<file path="config.mk">
export PLATFORM = sky130hd
export DESIGN_NAME = mem_stage
export DESIGN_NICKNAME = d
export VERILOG_FILES = /design/src/rtl/mem_stage.sv
export SDC_FILE = /design/constraint.sdc
export NUM_CORES = 1
export LEC_CHECK = 0
export ABC_AREA = 1
export BUFFER_PORTS_ARGS = -buffer_cell sky130_fd_sc_hd__buf_2
export CAP_MARGIN = 0
export CORE_ASPECT_RATIO = 0.75
export CORE_UTILIZATION = 60
export CTS_BUF_LIST = sky130_fd_sc_hd__clkbuf_4 sky130_fd_sc_hd__clkbuf_8 sky130_fd_sc_hd__clkbuf_16
export CTS_CLUSTER_DIAMETER = 60
export DETAILED_ROUTE_END_ITERATION = 8
export PLACE_DENSITY_LB_ADDON = 0.2
export SETUP_SLACK_MARGIN = 0.05
export SLEW_MARGIN = 20
export SYNTH_ARGS = -nofsm -noshare
export SYNTH_HDL_FRONTEND = slang
export SYNTH_SLANG_ARGS = --single-unit
</file>
<file path="constraint.sdc">
create_clock -name clk -period 5.4 [get_ports clk]
set_input_delay 0.81 -clock clk [delete_from_list [all_inputs] [get_ports clk]]
set_output_delay 0.81 -clock clk [all_outputs]
set_load 0.01 [all_outputs]
</file>
<file path="src/rtl/mem_stage.sv">
// mem_stage: byte-serial memory access stage between execute and writeback.
// Loads and stores move one byte per cycle over an 8-bit RAM port,
// little-endian, with the pipeline held by stall_req while busy.
// Optional build macro: MEM_STAGE_MISALIGN_CHECK_EN rejects word accesses
// whose address is not 4-byte aligned and raises a one-cycle misalign flag.
module mem_stage (
    input  logic        clk,
    input  logic        rst,
    input  logic [4:0]  wa_i,
    input  logic        we_i,
    input  logic [31:0] wn_i,
    input  logic [3:0]  ex_mem_e,
    input  logic [31:0] ex_mem_n,
    output logic [4:0]  wa_o,
    output logic        we_o,
    output logic [31:0] wn_o,
    output logic        stall_req,
    output logic [31:0] mem_a,
    output logic [7:0]  mem_dout,
    output logic        mem_wr,
    input  logic [7:0]  mem_din,
    output logic        misalign
);

    typedef enum logic [1:0] {
        IDLE  = 2'd0,
        LOAD  = 2'd1,
        STORE = 2'd2,
        FIN   = 2'd3
    } state_t;

    state_t      state_q, state_d;
    logic [2:0]  cnt_q, cnt_d;

    // captured request: base address, store data / load assembly, writeback tag
    logic [31:0] addr_q, addr_d;
    logic [31:0] data_q, data_d;
    logic [4:0]  wa_tag_q, wa_tag_d;
    logic        we_tag_q, we_tag_d;
    logic        len_q, len_d;
    logic        store_q, store_d;
    logic        unsigned_q, unsigned_d;

    // registered outputs
    logic [4:0]  wa_o_q, wa_o_d;
    logic        we_o_q, we_o_d;
    logic [31:0] wn_o_q, wn_o_d;
    logic [31:0] mem_a_q, mem_a_d;
    logic [7:0]  mem_dout_q, mem_dout_d;
    logic        mem_wr_q, mem_wr_d;

`ifdef MEM_STAGE_MISALIGN_CHECK_EN
    logic        err_q, err_d;
    logic        misalign_q, misalign_d;
`endif

    logic [2:0]  n_bytes;
    logic [2:0]  next_idx;
    logic [31:0] next_addr;
    logic [7:0]  next_store_byte;
    logic [31:0] load_value;
    logic        req_misaligned;

    // Helpers: access length, next byte index/address and the store byte for it
    always_comb begin
        n_bytes   = len_q ? 3'd4 : 3'd1;
        next_idx  = cnt_q + 3'd1;
        next_addr = addr_q + {29'd0, next_idx};
        case (next_idx)
            3'd1:    next_store_byte = data_q[15:8];
            3'd2:    next_store_byte = data_q[23:16];
            3'd3:    next_store_byte = data_q[31:24];
            default: next_store_byte = data_q[7:0];
        endcase
    end

    // Final load result: words as assembled, bytes sign- or zero-extended
    always_comb begin
        if (len_q) begin
            load_value = data_q;
        end else if (unsigned_q) begin
            load_value = {24'd0, data_q[7:0]};
        end else begin
            load_value = {{24{data_q[7]}}, data_q[7:0]};
        end
    end

    // Misalignment is only flagged when the check is built in
    always_comb begin
`ifdef MEM_STAGE_MISALIGN_CHECK_EN
        req_misaligned = ex_mem_e[1] && (wn_i[1:0] != 2'b00);
`else
        req_misaligned = 1'b0;
`endif
    end

    // Next-state and output logic of the access sequencer
    always_comb begin
        state_d     = state_q;
        cnt_d       = cnt_q;
        addr_d      = addr_q;
        data_d      = data_q;
        wa_tag_d    = wa_tag_q;
        we_tag_d    = we_tag_q;
        len_d       = len_q;
        store_d     = store_q;
        unsigned_d  = unsigned_q;
        wa_o_d      = wa_o_q;
        we_o_d      = we_o_q;
        wn_o_d      = wn_o_q;
        mem_a_d     = mem_a_q;
        mem_dout_d  = mem_dout_q;
        mem_wr_d    = 1'b0;
        stall_req   = 1'b0;
`ifdef MEM_STAGE_MISALIGN_CHECK_EN
        err_d       = err_q;
        misalign_d  = 1'b0;
`endif

        case (state_q)
            IDLE: begin
                if (!ex_mem_e[0]) begin
                    wa_o_d = wa_i;
                    we_o_d = we_i;
                    wn_o_d = wn_i;
                end else begin
                    stall_req  = 1'b1;
                    we_o_d     = 1'b0;
                    cnt_d      = 3'd0;
                    addr_d     = wn_i;
                    wa_tag_d   = wa_i;
                    we_tag_d   = we_i;
                    len_d      = ex_mem_e[1];
                    store_d    = ex_mem_e[2];
                    unsigned_d = ex_mem_e[3];
                    if (req_misaligned) begin
`ifdef MEM_STAGE_MISALIGN_CHECK_EN
                        err_d   = 1'b1;
`endif
                        state_d = FIN;
                    end else if (ex_mem_e[2]) begin
                        data_d     = ex_mem_n;
                        mem_a_d    = wn_i;
                        mem_dout_d = ex_mem_n[7:0];
                        mem_wr_d   = 1'b1;
                        state_d    = STORE;
                    end else begin
                        data_d  = 32'd0;
                        mem_a_d = wn_i;
                        state_d = LOAD;
                    end
                end
            end

            LOAD: begin
                stall_req = 1'b1;
                // byte (cnt-1) was addressed last cycle and is on mem_din now
                case (cnt_q)
                    3'd1:    data_d[7:0]   = mem_din;
                    3'd2:    data_d[15:8]  = mem_din;
                    3'd3:    data_d[23:16] = mem_din;
                    3'd4:    data_d[31:24] = mem_din;
                    default: ;
                endcase
                if (cnt_q == n_bytes) begin
                    cnt_d   = 3'd0;
                    state_d = FIN;
                end else begin
                    cnt_d = next_idx;
                    if (next_idx < n_bytes) begin
                        mem_a_d = next_addr;
                    end
                end
            end

            STORE: begin
                stall_req = 1'b1;
                if (next_idx < n_bytes) begin
                    cnt_d      = next_idx;
                    mem_a_d    = next_addr;
                    mem_dout_d = next_store_byte;
                    mem_wr_d   = 1'b1;
                end else begin
                    cnt_d   = 3'd0;
                    state_d = FIN;
                end
            end

            FIN: begin
                state_d = IDLE;
                wa_o_d  = wa_tag_q;
`ifdef MEM_STAGE_MISALIGN_CHECK_EN
                if (err_q) begin
                    we_o_d     = 1'b0;
                    wn_o_d     = 32'd0;
                    misalign_d = 1'b1;
                    err_d      = 1'b0;
                end else
`endif
                if (store_q) begin
                    we_o_d = 1'b0;
                    wn_o_d = 32'd0;
                end else begin
                    we_o_d = we_tag_q;
                    wn_o_d = load_value;
                end
            end

            default: begin
                state_d = IDLE;
            end
        endcase
    end

    // State and output registers, cleared asynchronously while rst is low
    always_ff @(posedge clk or negedge rst) begin
        if (!rst) begin
            state_q    <= IDLE;
            cnt_q      <= 3'd0;
            addr_q     <= 32'd0;
            data_q     <= 32'd0;
            wa_tag_q   <= 5'd0;
            we_tag_q   <= 1'b0;
            len_q      <= 1'b0;
            store_q    <= 1'b0;
            unsigned_q <= 1'b0;
            wa_o_q     <= 5'd0;
            we_o_q     <= 1'b0;
            wn_o_q     <= 32'd0;
            mem_a_q    <= 32'd0;
            mem_dout_q <= 8'd0;
            mem_wr_q   <= 1'b0;
`ifdef MEM_STAGE_MISALIGN_CHECK_EN
            err_q      <= 1'b0;
            misalign_q <= 1'b0;
`endif
        end else begin
            state_q    <= state_d;
            cnt_q      <= cnt_d;
            addr_q     <= addr_d;
            data_q     <= data_d;
            wa_tag_q   <= wa_tag_d;
            we_tag_q   <= we_tag_d;
            len_q      <= len_d;
            store_q    <= store_d;
            unsigned_q <= unsigned_d;
            wa_o_q     <= wa_o_d;
            we_o_q     <= we_o_d;
            wn_o_q     <= wn_o_d;
            mem_a_q    <= mem_a_d;
            mem_dout_q <= mem_dout_d;
            mem_wr_q   <= mem_wr_d;
`ifdef MEM_STAGE_MISALIGN_CHECK_EN
            err_q      <= err_d;
            misalign_q <= misalign_d;
`endif
        end
    end

    assign wa_o     = wa_o_q;
    assign we_o     = we_o_q;
    assign wn_o     = wn_o_q;
    assign mem_a    = mem_a_q;
    assign mem_dout = mem_dout_q;
    assign mem_wr   = mem_wr_q;
`ifdef MEM_STAGE_MISALIGN_CHECK_EN
    assign misalign = misalign_q;
`else
    assign misalign = 1'b0;
`endif

endmodule
</file>
==> impl_metrics.py, run 1 <==
metrics = {
    "floorplanning": {
        "ios": 165,
        "num_rows": 37,
        "core_area_mm2": 0.0137,
        "initial_core_util_pct": 61.5,
        "die_width_um": 139,
        "die_h_um": 105,
        "fp.dieArea_mm2": 0.0145,
    },
    "clocking": {
        "cts_buffers": 17,
        "cts_root_buf": "clkbuf_16",
        "clkTransAtPathRegs_ns": 0.07,
        "cts-resized-gates": 0,
        "tritoncts": "yes",
        "hold_buffers": 0,
        "insertion_delay_ns": 0.44,
        "clock-sinks": 157,
        "clockBufferDepth": 2,
        "cts_htree_levels": 4,
        "cts_setup_buffers": 0,
    },
    "power_and_ir_drop": {
        "power.density_mw_per_mm2": 692,
        "p_switching_uw": 3290,
        "seqPwrFrac_pct": 34.0,
        "max-vdd-ir-drop_v": 0.000379,
        "cellLeakagePower_uw": 0.00485,
        "combinationalPowerShare_pct": 49.2,
        "p_int_uw": 3520,
        "switching_share_pct": 48.4,
        "pwr-share-clk_pct": 16.7,
    },
    "timing": {
        "finalHoldViolations": 0,
        "max_freq_mhz": 314,
        "tightest_slew_ns": 1.03,
        "relSlewSlack_pct": 31.3,
        "skew_ns": 0.00947,
        "period_minus_slack_ns": 3.19,
        "slew_violations": 0,
        "setup_violations": 0,
        "timing.final.crit_share_pct": 59.0,
        "rsz0062_at_grt": "false",
        "holdWs_ns": 0.286,
        "tns_ns": 0,
        "fin_ws_ns": 2.21,
    },
    "cells_and_area": {
        "layout.nets": 1371,
        "fillers": 1131,
        "final_layout_size_suffix_gt1_share_pct": 17.4,
        "final_util_pct": 71.8,
        "final_cell_mix": "nand2_1, buf_2, dfrtp_1",
        "syn2layout_area_growth_pct": 16.7,
        "final_common_cell": "nand2_1",
        "antenna_cells": 0,
    },
    "route": {
        "via_count": 8420,
        "drc": 14,
        "drt_iter0_drc": 973,
        "first_pass_iters": 8,
        "antenna_left": 0,
        "routed_via_density": 5.77,
        "wl_per_cell_um": 18.1,
        "wl_um": 26400,
    },
    "global_route": {
        "grt_start_max_net_pins": 71,
        "busiest_layer": "met1",
        "antenna_found_initial": 0,
        "grt_pass1_wl_um": 41900,
        "overflow": 0,
        "grt_pass1_vias": 7660,
        "track_usage_pct": 38.2,
        "use_met2_pct": 49.5,
        "gr-usage-met3_pct": 11.1,
        "grtUsageMet1_pct": 60.7,
    },
    "worst_setup_path": {
        "startpoint": "state_q[0]$_DFFE_PN0P_",
        "worst_setup_path_end_kind": "flip-flop",
        "reg2reg_depth": 8,
        "cp.arrival_ns": 3.54,
        "critPathKind": "reg -> reg",
        "critical_path_required_ns": 5.75,
        "worst-path-max-fanout": 70,
        "rrSetupSlack_ns": 2.21,
        "start_kind": "flip-flop",
        "timing.rr.start": "state_q[0]$_DFFE_PN0P_",
        "worst_r2r_endpoint": "wn_o[21]$_DFFE_PN0P_",
    },
    "logic_synthesis": {
        "synthesis.nets": 1238,
        "synth_seq_area_share_pct": 46.6,
        "yosysTopAreaCell": "dfrtp_1",
        "synth.top_cell.area_share_pct": 46.6,
        "ys_types": 31,
        "synth_seq_cells": 157,
        "synth_edf_count": 0,
        "synth_cells": 1138,
        "synthesis.area_mm2": 0.00842,
        "synthFlopType": "dfrtp_1",
        "ys_warn_count": 0,
        "async_flop_share_pct": 100,
        "synthTopCellsByArea": "dfrtp_1, nand2_1, nor2_1",
        "syn_avg_cell_area_um2": 7.40,
    },
    "placement": {
        "pre_cts_ws_ns": 2.06,
        "hpwl_um": 19300,
        "gp_congestion": 0.969,
        "io_buffers": 163,
    },
    "job": {
        "cap_violations": 0,
    },
    "run_status": {
        "violations": "DRC",
        "outcome": "finished, violations left",
    },
    "min_path": {
        "hp-class": "in -> async",
    },
}
layout make-up:
type | count | area (um^2) | area share [%]
clock buffer | 19 | 447 | 4.54
clock inverter | 13 | 106 | 1.08
inverter | 88 | 330 | 3.36
multi-input combinational | 839 | 3940 | 40.1
sequential | 157 | 3930 | 39.9
tap | 175 | 219 | 2.23
timing repair buffer | 168 | 860 | 8.74
synth_stat cells (all sizes together) (2+ instances only):
master  instances
nand2         390
dfrtp         157
nor2          138
inv            88
nand3          72
o21ai          68
a31oi          62
a21oi          41
clkbuf         32
buf            22
o211ai         22
ha             15
nand3b         10
o221ai          6
xnor2           5
and3            2
nand4           2
o22ai           2
worst max-delay path by stage:
| stage | to | slack (ns) | cells after the start |
|---|---|---|---|
| 5_1_grt | wn_o[7]$_DFFE_PN0P_ | 1.90 | 8 |
| 2_1_floorplan | mem_a[14]$_DFFE_PN0P_ | 3.22 | 12 |
| 6_report | wn_o[21]$_DFFE_PN0P_ | 2.21 | 8 |
| 4_1_cts | mem_a[16]$_DFFE_PN0P_ | 2.10 | 9 |
| 3_3_place_gp | wn_o[20]$_DFFE_PN0P_ | 2.14 | 6 |
| 3_5_place_dp | wn_o[21]$_DFFE_PN0P_ | 2.06 | 7 |
critical path, cell delays in order, from the launching register on:
cell and delay (ns):
dfrtp_1 0.39, inv_1 0.09, ha_1 0.26, nand2_2 0.76, inv_2 0.44, a21oi_4 0.29
buf_4 0.57, nor2_1 0.09, a31oi_1 0.17
sequential cells by signal, summed over array words and instances, names as in the netlist:
signal,cells
addr_q,32
cnt_q,3
data_q,32
len_q,1
mem_a,32
mem_dout,8
mem_wr,1
state_q,2
store_q,1
unsigned_q,1
wa_o,5
wa_tag_q,5
we_o,1
we_tag_q,1
wn_o,32
power by group through the flow:
stage               Combinational [uW]  Clock (uW)  Sequential (uW)
finish                            3350        1140             2320
global route                      3750        1190             2380
CTS                               3320        1140             2290
detailed placement                3300           0             2300
global placement                  3190           0             2300
floorplan                         2210           0             2290
through the flow:
| step | instance area (um^2) | power [uW] | cells |
|---|---|---|---|
| 2_1_floorplan | 8420 | 4500 | 1138 |
| 3_3_place_gp | 9280 | 5490 | 1427 |
| 3_5_place_dp | 9280 | 5590 | 1427 |
| 4_1_cts | 9830 | 6750 | 1459 |
| 5_1_grt | 9830 | 7320 | 1459 |
| 6_report | 9830 | 6810 | 1459 |
logic make-up after synthesis:
family                   Yosys count  share of synthesized area [%]
XOR/XNOR                           6                          0.624
AND/OR/NAND/NOR                  615                           29.3
flip-flops                       157                           46.6
adder cells (fa/ha/maj)           16                           2.47
buffers and inverters            142                           6.77
AO/OA/AOI/OAI                    201                           14.1
other                              1                         0.0445
layer usage:
layer | wire, um | up-vias
met3 | 3400 | 42
met2 | 10300 | 506
met5 | 0 | -
li1 | - | 3983
met4 | 468 | 0
met1 | 12300 | 3889
(Power assumes the default switching activity.)
==> run 2, diff against run 1 <==
--- a/config.mk
+++ b/config.mk
@@ -5,11 +5,11 @@
 export SDC_FILE = /design/constraint.sdc
 export NUM_CORES = 1
 export LEC_CHECK = 0
-export ABC_AREA = 1
+export ABC_AREA = 0
 export BUFFER_PORTS_ARGS = -buffer_cell sky130_fd_sc_hd__buf_2
 export CAP_MARGIN = 0
 export CORE_ASPECT_RATIO = 0.75
-export CORE_UTILIZATION = 60
+export CORE_UTILIZATION = 50
 export CTS_BUF_LIST = sky130_fd_sc_hd__clkbuf_4 sky130_fd_sc_hd__clkbuf_8 sky130_fd_sc_hd__clkbuf_16
 export CTS_CLUSTER_DIAMETER = 60
 export DETAILED_ROUTE_END_ITERATION = 8
==> constraint.sdc (replaced) <==
create_clock -name clk -period 2.9 [get_ports clk]
set_input_delay 0.435 -clock clk [delete_from_list [all_inputs] [get_ports clk]]
set_output_delay 0.435 -clock clk [all_outputs]
set_load 0.01 [all_outputs]
==> impl_metrics.py, run 2 <==
metrics = {
    "route": {
        "first_pass_iters": 6,
        "routed_via_density": 5.61,
        "drc": 0,
        "wl_per_cell_um": 18.4,
        "via_count": 6798,
        "antenna_left": 0,
        "drt_iter0_drc": 569,
        "wl_um": 22300,
    },
    "cells_and_area": {
        "syn2layout_area_growth_pct": 21.1,
        "fillers": 1344,
        "final_layout_size_suffix_gt1_share_pct": 28.5,
        "final_common_cell": "buf_2",
        "final_cell_mix": "buf_2, dfrtp_1, a21oi_1",
        "antenna_cells": 0,
        "layout.nets": 1093,
        "final_cells": 1211,
    },
    "placement": {
        "hpwl_um": 16400,
        "gp_congestion": 0.898,
        "io_buffers": 163,
        "dp_cells": 1178,
    },
    "run_status": {
        "outcome": "finished clean",
    },
    "global_route": {
        "grt_pass1_vias": 6280,
        "overflow": 0,
        "antenna_found_initial": 0,
        "grt_start_max_net_pins": 69,
        "track_usage_pct": 28.3,
        "grt_pass1_wl_um": 35200,
    },
    "timing": {
        "relSlewSlack_pct": 38.8,
        "tightest_slew_ns": 0.911,
        "slew_violations": 0,
        "tns_ns": 0,
        "rsz0062_at_grt": "true",
        "holdWs_ns": 0.00607,
        "period_minus_slack_ns": 2.68,
        "finalHoldViolations": 0,
        "timing.final.crit_share_pct": 92.4,
        "skew_ns": 0.00833,
        "setup_violations": 0,
        "max_freq_mhz": 373,
    },
    "job": {
        "cap_violations": 0,
    },
    "clocking": {
        "clock-sinks": 157,
        "insertion_delay_ns": 0.43,
        "cts_root_buf": "clkbuf_16",
        "hold_buffers": 0,
        "clkTransAtPathRegs_ns": 0.06,
        "tritoncts": "yes",
        "cts_htree_levels": 4,
        "clockBufferDepth": 2,
        "cts_buffers": 17,
    },
    "worst_setup_path": {
        "cp_cell_sequence": "ha_1, ha_1, clkinv_1, buf_4, ha_1, a21oi_1, buf_4, a22o_1, nand2_1, o31ai_1",
        "crit_path_top_delay_cell": "dfrtp_1",
        "worst_setup_path_end_kind": "flip-flop",
        "reg2reg_depth": 10,
        "rrSetupSlack_ns": 0.22,
        "startpoint": "cnt_q[0]$_DFFE_PN0P_",
        "worst_r2r_endpoint": "cnt_q[1]$_DFFE_PN0P_",
        "worst-path-max-fanout": 9,
        "slowest_delay_ns": 0.44,
        "critPathKind": "reg -> reg",
        "critical_path_required_ns": 3.22,
        "timing.rr.start": "cnt_q[0]$_DFFE_PN0P_",
        "cp.arrival_ns": 3.00,
        "crit_path_end": "cnt_q[1]$_DFFE_PN0P_",
        "start_kind": "flip-flop",
        "critPathMostFrequentCell": "ha_1",
    },
    "logic_synthesis": {
        "synthesis.area_mm2": 0.00797,
        "synth_cells": 836,
        "synth_most_common_cell": "dfrtp_1",
        "yosys-top-cells-count": "dfrtp_1, a21oi_1, nand2_1",
        "syn_avg_cell_area_um2": 9.54,
        "synth_seq_area_share_pct": 49.3,
        "yosysTopAreaCell": "dfrtp_1",
        "synthFlopType": "dfrtp_1",
        "async_flop_share_pct": 100,
        "ys_warn_count": 0,
        "synth.top_cell.area_share_pct": 49.3,
        "ys_types": 55,
        "synth_edf_count": 0,
        "synthesis.nets": 936,
        "synth_seq_cells": 157,
        "synthTopCellsByArea": "dfrtp_1, a21oi_1, mux2_2",
    },
    "floorplanning": {
        "core_area_mm2": 0.0154,
        "num_rows": 39,
        "die_width_um": 148,
        "fp.dieArea_mm2": 0.0165,
        "ios": 165,
        "initial_core_util_pct": 51.7,
        "die_h_um": 111,
    },
    "power_and_ir_drop": {
        "cellLeakagePower_uw": 0.00450,
        "max-vdd-ir-drop_v": 0.000554,
        "power.density_mw_per_mm2": 1330,
    },
    "min_path": {
        "hp-class": "in -> async",
    },
}
run 2: changes by cell type after synthesis, sizes merged, moves of 40 or more:
cell	before	now
a31oi	62	1
nand2	390	89
nor2	138	51
mux2	0	40
inv	88	39
a21oi	41	129
nand3	72	11
run 2: logic make-up after synthesis:
family / count (synthesis) / share of synthesized area (%)
AOI/OAI and AO/OA: 286 / 20.5
xor gates and xnor gates: 30 / 3.30
adders and majority gates: 16 / 2.60
buffers and inverters: 92 / 5.30
DFF: 157 / 49.3
muxes: 49 / 6.78
other: 1 / 0.0470
and+or+nand+nor: 205 / 12.2
run 2: area by class of cell:
class | instances | area (um^2) | share of cell area (%)
Sequential cell | 157 | 3930 | 40.7
Inverter | 40 | 150 | 1.56
Tap cell | 205 | 256 | 2.66
Clock buffer | 21 | 462 | 4.78
Timing Repair Buffer | 190 | 1070 | 11.1
Multi-Input combinational cell | 587 | 3660 | 38.0
Clock inverter | 11 | 118 | 1.22
run 2: worst min path at each step:
stage / depth (start not counted) / start / endpoint / slack [ns]
finish: 1 / rst / wn_o[1]$_DFFE_PN0P_ / 0.006
detailed placement: 2 / wn_o[12]$_DFFE_PN0P_ / wn_o[12]$_DFFE_PN0P_ / 0.47
floorplan: 0 / rst / addr_q[0]$_DFFE_PN0P_ / 0.14
global placement: 2 / wn_o[10]$_DFFE_PN0P_ / wn_o[10]$_DFFE_PN0P_ / 0.46
global route: 1 / rst / wn_o[1]$_DFFE_PN0P_ / 0.06
CTS: 1 / rst / wn_o[1]$_DFFE_PN0P_ / 0.03
run 2: worst max-delay path: cells and delay by family (launching register included):
kind	cells	cell delay, ns
AO/OA/AOI/OAI	3	0.69
buffers and inverters	3	0.50
flip-flops	1	0.44
AND/OR/NAND/NOR	1	0.09
adder cells (fa/ha/maj)	3	0.85
run 2: power breakdown:
group / internal [uW] / total, uW / leakage (uW) / switching, uW
clock: 1310 / 2220 / 0.000287 / 909
combinational: 2580 / 6350 / 0.00231 / 3770
sequential: 3360 / 4260 / 0.00189 / 900
run 2: stage by stage:
step | setup slack [ns] | total power (uW) | utilization (%) | instance area [um^2]
3_5_place_dp | 0.0929 | 10500 | 58.6 | 9030
3_3_place_gp | 0.226 | 10400 | 58.6 | 9030
5_1_grt | 0.0438 | 13800 | 62.6 | 9650
6_report | 0.220 | 12800 | 62.6 | 9650
2_1_floorplan | 0.208 | 8450 | - | 7970
4_1_cts | 0.0964 | 12800 | 62.3 | 9610
run 2: routing by layer:
metal,part of all wire [%],track usage [%]
met1,49,44.0
met2,41,38.3
met3,8.2,7.87
met4,1.3,7.63
met5,0,0
run 2: timing repair:
item / 4_1_cts / 5_1_grt
setup buffers: 0 / 1
setup endpoints to repair: 0 / 18
resized for setup: 0 / 6
==> run 3, diff against run 2 <==
--- a/config.mk
+++ b/config.mk
@@ -14,6 +14,7 @@
 export CTS_CLUSTER_DIAMETER = 60
 export DETAILED_ROUTE_END_ITERATION = 8
 export PLACE_DENSITY_LB_ADDON = 0.2
+export RECOVER_POWER = 25
 export SETUP_SLACK_MARGIN = 0.05
 export SLEW_MARGIN = 20
 export SYNTH_ARGS = -nofsm -noshare
==> impl_metrics.py, run 3 (synthesized netlist as in run 2, its figures left out) <==
metrics = {
    "run_status": {
        "outcome": "finished, violations left",
        "violations": "capacitance limit, slew limit",
    },
    "timing": {
        "timing.final.crit_share_pct": 92.4,
        "tns_ns": 0,
        "slew_violations": 68,
        "setup_violations": 0,
        "relSlewSlack_pct": -17.7,
        "period_minus_slack_ns": 2.68,
        "holdWs_ns": 0.238,
        "skew_ns": 0.00833,
        "rsz0062_at_grt": "true",
        "finalHoldViolations": 0,
        "tightest_slew_ns": 1.77,
        "max_freq_mhz": 373,
    },
    "clocking": {
        "cts_root_buf": "clkbuf_16",
        "cts_buffers": 17,
        "clock-sinks": 157,
        "clockBufferDepth": 2,
        "cts_htree_levels": 4,
        "tritoncts": "yes",
        "clkTransAtPathRegs_ns": 0.06,
        "insertion_delay_ns": 0.43,
    },
    "placement": {
        "io_buffers": 163,
        "hpwl_um": 16400,
        "dp_cells": 1178,
        "gp_congestion": 0.898,
    },
    "global_route": {
        "track_usage_pct": 28.3,
        "antenna_found_initial": 0,
        "grt_start_max_net_pins": 69,
        "grt_pass1_vias": 6280,
        "overflow": 0,
        "grt_pass1_wl_um": 35200,
    },
    "floorplanning": {
        "initial_core_util_pct": 51.7,
        "fp.dieArea_mm2": 0.0165,
        "num_rows": 39,
        "die_h_um": 111,
        "core_area_mm2": 0.0154,
        "ios": 165,
        "die_width_um": 148,
    },
    "route": {
        "first_pass_iters": 6,
        "wl_um": 22300,
        "drc": 0,
        "antenna_left": 0,
        "via_count": 6792,
        "wl_per_cell_um": 18.4,
        "routed_via_density": 5.61,
        "drt_iter0_drc": 569,
    },
    "worst_setup_path": {
        "critPathKind": "reg -> reg",
        "critical_path_required_ns": 3.22,
        "worst_setup_path_end_kind": "flip-flop",
        "cp.arrival_ns": 3.00,
        "start_kind": "flip-flop",
        "worst-path-max-fanout": 9,
    },
    "power_and_ir_drop": {
        "max-vdd-ir-drop_v": 0.000554,
        "cellLeakagePower_uw": 0.00450,
        "power.density_mw_per_mm2": 1330,
    },
    "cells_and_area": {
        "antenna_cells": 0,
        "layout.nets": 1093,
        "fillers": 1343,
        "final_common_cell": "buf_2",
        "final_layout_size_suffix_gt1_share_pct": 28.5,
        "final_cells": 1211,
        "final_cell_mix": "buf_2, dfrtp_1, a21oi_1",
        "syn2layout_area_growth_pct": 21.0,
    },
    "min_path": {
        "hp-class": "in -> reg",
    },
    "job": {
        "cap_violations": 1,
    },
}
[run 3: metal layers]
layer / global-route usage [%] / vias to the layer above / wire (um)
li1: - / 3241 / -
met1: 44.0 / 3255 / 11000
met2: 38.3 / 272 / 9200
met3: 7.87 / 24 / 1830
met4: 7.63 / 0 / 279
met5: 0 / - / 0
[run 3: critical path: stages, from the launching register on]
cell and delay (ns):
dfrtp_1 0.44, ha_1 0.23, ha_1 0.33, clkinv_1 0.12, buf_4 0.19, ha_1 0.29, a21oi_1 0.29, buf_4 0.19
a22o_1 0.15, nand2_1 0.09, o31ai_1 0.25
[run 3: path summary, 6_finish.rpt]
path                       slack (ns)  cells after the start                     end                 start
max in group asynchronous        1.28                      2  addr_q[10]$_DFFE_PN0P_                   rst
min in group asynchronous        0.47                      1     wn_o[1]$_DFFE_PN0P_                   rst
setup reg to reg                 0.22                     10    cnt_q[1]$_DFFE_PN0P_  cnt_q[0]$_DFFE_PN0P_
hold / removal                   0.24                      2       len_q$_DFFE_PN0P_           ex_mem_e[1]
setup / recovery                 0.22                     10    cnt_q[1]$_DFFE_PN0P_  cnt_q[0]$_DFFE_PN0P_
hold reg to reg                  0.47                      2    wn_o[10]$_DFFE_PN0P_  wn_o[10]$_DFFE_PN0P_
[run 3: where the power goes]
part           leakage (uW)  switching (uW)  internal, uW  total (uW)
registers           0.00189             899          3360        4260
logic               0.00231            3770          2580        6350
clock network      0.000287             909          1310        2220
total               0.00450            5580          7250       12800
[run 3: metrics by stage]
| step | utilization (%) | instance area [um^2] | worst slack (ns) | power [uW] |
|---|---|---|---|---|
| CTS | 62.3 | 9610 | 0.0964 | 12800 |
| finish | 62.6 | 9650 | 0.220 | 12800 |
| global placement | 58.6 | 9030 | 0.226 | 10400 |
| detailed placement | 58.6 | 9030 | 0.0929 | 10500 |
| global route | 62.6 | 9650 | 0.0438 | 13800 |
| floorplan | - | 7970 | 0.208 | 8450 |
[run 3: cell type report]
| type | count | area, um^2 | area share [%] |
|---|---|---|---|
| Sequential cell | 157 | 3930 | 40.7 |
| Multi-Input combinational cell | 587 | 3660 | 38.0 |
| Timing Repair Buffer | 190 | 1070 | 11.1 |
| Clock buffer | 21 | 462 | 4.79 |
| Tap cell | 205 | 256 | 2.66 |
| Inverter | 40 | 150 | 1.56 |
| Clock inverter | 11 | 118 | 1.22 |
[run 3: timing repair]
action                                 in CTS  in global routing
setup endpoints to repair                   0                 18
gates resized for setup                     0                  6
hold buffers                                0                  0
setup buffers                               0                  1
endpoints found under the hold margin       0                  0
